`config.mk`:
```
export PLATFORM = sky130hd
export DESIGN_NAME = alu_seq
export DESIGN_NICKNAME = d
export VERILOG_FILES = /design/src/rtl/alu_seq.sv
export SDC_FILE = /design/constraint.sdc
export NUM_CORES = 1
export LEC_CHECK = 0
export ABC_AREA = 1
export BUFFER_PORTS_ARGS = -buffer_cell sky130_fd_sc_hd__buf_2
export CORE_MARGIN = 1
export CORE_UTILIZATION = 30
export CTS_BUF_LIST = sky130_fd_sc_hd__clkbuf_16
export CTS_CLUSTER_DIAMETER = 120
export DETAILED_ROUTE_END_ITERATION = 6
export PLACE_DENSITY = 0.48
export SYNTH_ARGS = -nofsm -noshare
export SYNTH_HDL_FRONTEND = slang
export SYNTH_SLANG_ARGS = --single-unit
```
`constraint.sdc`:
```
create_clock -name clk -period 1.3 [get_ports clk]
set_input_delay 0.195 -clock clk [delete_from_list [all_inputs] [get_ports clk]]
set_output_delay 0.195 -clock clk [all_outputs]
set_load 0.05 [all_outputs]
```
`src/rtl/alu_seq.sv`:
```
// Sequencer around an external combinational ALU: reads operands from a small
// register file, presents them to the ALU, and writes the result back.
module alu_seq #(
  parameter int WIDTH = 16,
  parameter int NREG  = 4
) (
  input  logic             clk,
  input  logic             rst_n,
  input  logic             cmd_valid,
  output logic             cmd_ready,
  input  logic [2:0]       cmd_op,
  input  logic [1:0]       cmd_rd,
  input  logic [1:0]       cmd_rs1,
  input  logic [1:0]       cmd_rs2,
  input  logic             cmd_imm_en,
  input  logic [WIDTH-1:0] cmd_imm,
  input  logic             ld_en,
  input  logic [1:0]       ld_addr,
  input  logic [WIDTH-1:0] ld_data,
  input  logic [1:0]       rd_addr,
  output logic [WIDTH-1:0] rd_data,
  output logic [WIDTH-1:0] alu_a,
  output logic [WIDTH-1:0] alu_b,
  output logic [2:0]       alu_op,
  input  logic [WIDTH-1:0] alu_y,
  input  logic             alu_cout,
  output logic             res_valid,
  output logic [WIDTH-1:0] res_data,
  output logic             res_cout,
  output logic             res_zero,
  output logic [1:0]       dbg_state
);

  // Handshake: a command transfers on a rising edge where cmd_valid and
  // cmd_ready are both 1; cmd_ready is high only in IDLE, so at most one
  // command is in flight and throughput is one command per three cycles.

  typedef enum logic [1:0] {
    IDLE = 2'd0,
    EXEC = 2'd1,
    WB   = 2'd2
  } state_t;

  state_t           state;
  state_t           state_nx;
  logic [WIDTH-1:0] regs [NREG];
  logic [1:0]       rd_q;
  logic             accept;

  assign accept    = cmd_valid & cmd_ready;
  assign rd_data   = regs[rd_addr];
  assign dbg_state = state;

  always_ff @(posedge clk or negedge rst_n) begin
    if (!rst_n) begin
      state <= IDLE;
    end else begin
      state <= state_nx;
    end
  end

  always_comb begin
    state_nx  = state;
    cmd_ready = 1'b0;
    res_valid = 1'b0;
    case (state)
      IDLE: begin
        cmd_ready = 1'b1;
        if (cmd_valid) state_nx = EXEC;
      end
      EXEC: state_nx = WB;
      WB: begin
        res_valid = 1'b1;
        state_nx  = IDLE;
      end
      default: state_nx = IDLE;
    endcase
  end

  // Operands are read from pre-edge register contents, so a same-edge load
  // is not forwarded. The writeback is ordered after the load port so it
  // wins when both target the same register.
  always_ff @(posedge clk or negedge rst_n) begin
    if (!rst_n) begin
      for (int i = 0; i < NREG; i++) regs[i] <= '0;
      alu_a    <= '0;
      alu_b    <= '0;
      alu_op   <= '0;
      rd_q     <= '0;
      res_data <= '0;
      res_cout <= 1'b0;
      res_zero <= 1'b0;
    end else begin
      if (ld_en) regs[ld_addr] <= ld_data;
      if (accept) begin
        alu_a  <= regs[cmd_rs1];
        alu_b  <= cmd_imm_en ? cmd_imm : regs[cmd_rs2];
        alu_op <= cmd_op;
        rd_q   <= cmd_rd;
      end
      if (state == EXEC) begin
        regs[rd_q] <= alu_y;
        res_data   <= alu_y;
        res_cout   <= alu_cout;
        res_zero   <= (alu_y == '0);
      end
    end
  end

endmodule

```
==> flow_summary.yaml <==
status:
  outcome: "finished with violations"
  violations: "setup timing"
sta:
  report.final.slew_viol_count: 0
  fin_crit_ns: 1.498
  fin_skew_ns: 0.01113
  slew_headroom_pct: 78.18
  layout_setup_ws_ns: -0.1980
  rsz0062_at_grt: "yes"
  worst_pin_slew_ns: 0.3268
  fmax_ghz: 0.6676
  setup_viol: 115
  hold_viol: 0
  fin_tns_setup_ns: -6.326
  period_share_pct: 115.2
worst_setup_path:
  critPathLaunchType: "flip-flop"
  crit-reg2reg-capture: "regs[17]"
  critPathCaptureType: "primary output"
  setup.worst_path.class: "flip-flop to primary output"
  arrival_ns: 1.30
  r2r_setup_slack_ns: -0.10
  cp.required_ns: 1.11
  crit_end: "rd_data[15]"
  crit_fanout: 2
  crit_start: "regs[47]"
  r2r_start: "dbg_state[1]"
  r2r_cells: 7
global_route:
  track_usage_pct: 23.24
  grt_overflow: 0
  grt_max_degree: 47
  grt_pass1_vias: 7192
  grt_pass1_wl_um: 42860
  antenna_found_initial: 1
power_and_ir_drop:
  p_total_w: 0.02173
  power_frac_comb_pct: 48.7
  swShare_pct: 45.57
  ir_drop_mv: 0.7052
  intPower_w: 0.01183
  p_seq_share_pct: 30.1
  switchingPower_w: 0.009904
  p_leak_nw: 5.796
  p_per_area_nw_per_um2: 1924
  p_clk_share_pct: 21.2
cts:
  cts_made_buffers: 17
  htree_num_levels: 4
  clock_sinks: 121
  clkLatencyLatePin_ns: 0.42
  cts_tree: "done"
  cts_root_buf: "clkbuf_16"
  clkTransAtPathRegs_ns: 0.06
  clock_path_buffers: 2
placed_design:
  place_area_um2: 9047
  io_buffer_count: 139
  routabilityCongestion: 0.8806
  dp_hpwl_um: 19630
detailed_routing:
  first_pass_iters: 5
  drc: 0
  routed_wl_um: 28480
  vias_per_cell: 4.814
  wl_per_cell_um: 17.63
  drt-initial-drc-count: 666
  ant_nets: 0
  dr_total_vias: 7779
layout:
  diodes: 0
  final_common_cell: "nand2_1"
  fill_cells: 2411
  drive_above_1_share_pct: 38.63
  final_area_um2: 11300
  layout.nets: 1351
  area_growth_pct: 58.03
  final_cell_mix: "nand2_1 (409), inv_1 (108), dfrtp_1 (105)"
synth:
  yosysWarnings: 0
  synth_top_family_by_area: "simple AND/OR/NAND/NOR gates"
  synth-xor-area-share_pct: 0
  synthAdderAreaFrac_pct: 0
  synth_seq_area_share_pct: 42.36
  syn_inst: 1075
  synth_compound_gate_area_share_pct: 10.99
  synthDistinctLibCells: 19
  synth_seq_cells: 121
  synth_mux_area_share_pct: 0
  syn-num-nets: 1142
  netlist_area_um2: 7148
  avgSynthCellArea_um2: 6.649
  synthSimpleGateAreaFrac_pct: 36.51
floorplanning:
  start_util_pct: 30.54
  num_rows: 56
  dieWidth_um: 156.4
  core-area_um2: 23400
  die_area_um2: 24450
  die_y_um: 156.4
  pin_count: 140
flow_run:
  drv_cap: 0
worst_hold_path:
  hold_class: "input pin to flip-flop"
[synthesized netlist by cell type, drive strengths merged]
master | count | area, µm²
clkbuf | 25 | 93.84
nor2 | 76 | 300.3
clkinv | 3 | 15.01
o22ai | 16 | 100.1
o21ai | 65 | 325.3
inv | 112 | 420.4
dfrtp | 121 | 3028
nand2 | 466 | 1754
o211ai | 48 | 360.4
buf | 36 | 195.2
nand3 | 107 | 555.5
[critical path, cell delays in order (launching register included)]
cell and delay [ns]:
dfrtp_1 0.45, o21ai_2 0.19, o22ai_4 0.08, buf_6 0.15
[power by group through the flow]
stage	clock, W	sequential [W]	combinational [W]
floorplan	0	0.00774	0.00404
global placement	0	0.00632	0.00850
detailed placement	0	0.00627	0.00853
CTS	0.00471	0.00636	0.00960
global route	0.00488	0.00664	0.0114
finish	0.00461	0.00654	0.0106
[metrics by stage]
| stage | hold slack, ns | utilization (%) | setup WS, ns | cells |
|---|---|---|---|---|
| final | 0.05050 | 48.27 | -0.1980 | 1616 |
| after global placement | 0.05593 | 38.66 | -0.07946 | 1541 |
| after detailed placement | 0.05261 | 38.66 | -0.09171 | 1541 |
| after floorplan | -0.1006 | - | -0.1313 | 1075 |
| after CTS | 0.04027 | 44.35 | -0.1907 | 1602 |
| after global routing | 0.05467 | 48.27 | -0.2212 | 1616 |
[state kept, by name, indices dropped and copies added (netlist names)]
register   count
rd_q           2
res_cout       1
alu_op         3
alu_a         16
alu_b         16
dbg_state      2
res_data      16
regs          64
res_zero       1
[cells by family after synthesis]
group,count (synthesis)
flops,121
compound gates,129
buf+inv,176
simple gates,649
[cell type report]
type                    instances  area (µm²)  share of cell area [%]
flip-flops and latches        121        3048                   26.98
multi-input cells             779        4507                   39.90
clock inverters                15       137.6                   1.218
repair buffers                250        2302                   20.38
clock buffers                  17       425.4                   3.766
well taps                     319       399.1                   3.533
inverters                     115       476.7                   4.220
[how the worst min path moves through the flow]
stage / startpoint / to / cells past startpoint
after global placement: rst_n / alu_op[0] / 1
after CTS: alu_y[4] / regs[52] / 3
final: alu_y[4] / regs[52] / 3
after global routing: alu_y[13] / regs[61] / 3
after floorplan: rst_n / alu_a[0] / 0
after detailed placement: rst_n / alu_op[0] / 1
[timing repair]
item                       in CTS  in global routing
setup endpoints to repair      33                139
setup buffers                  21                  1
hold endpoints to repair      127                  0
hold buffers                    7                  0
pin swaps                      41                 56
gates resized for setup       202                191
cloned                          1                 14
[routing by layer]
layer | part of all wire (%) | vias up | wire length, µm | track usage (%)
met4 | 1.1 | 2 | 306 | 5.602
met2 | 41 | 316 | 11550 | 31.10
met3 | 8.0 | 20 | 2282 | 4.569
met5 | 0.028 | - | 8 | 0
met1 | 50 | 3610 | 14340 | 37.05
li1 | - | 3831 | - | -
Note: power is estimated with default switching activity, not from simulation.
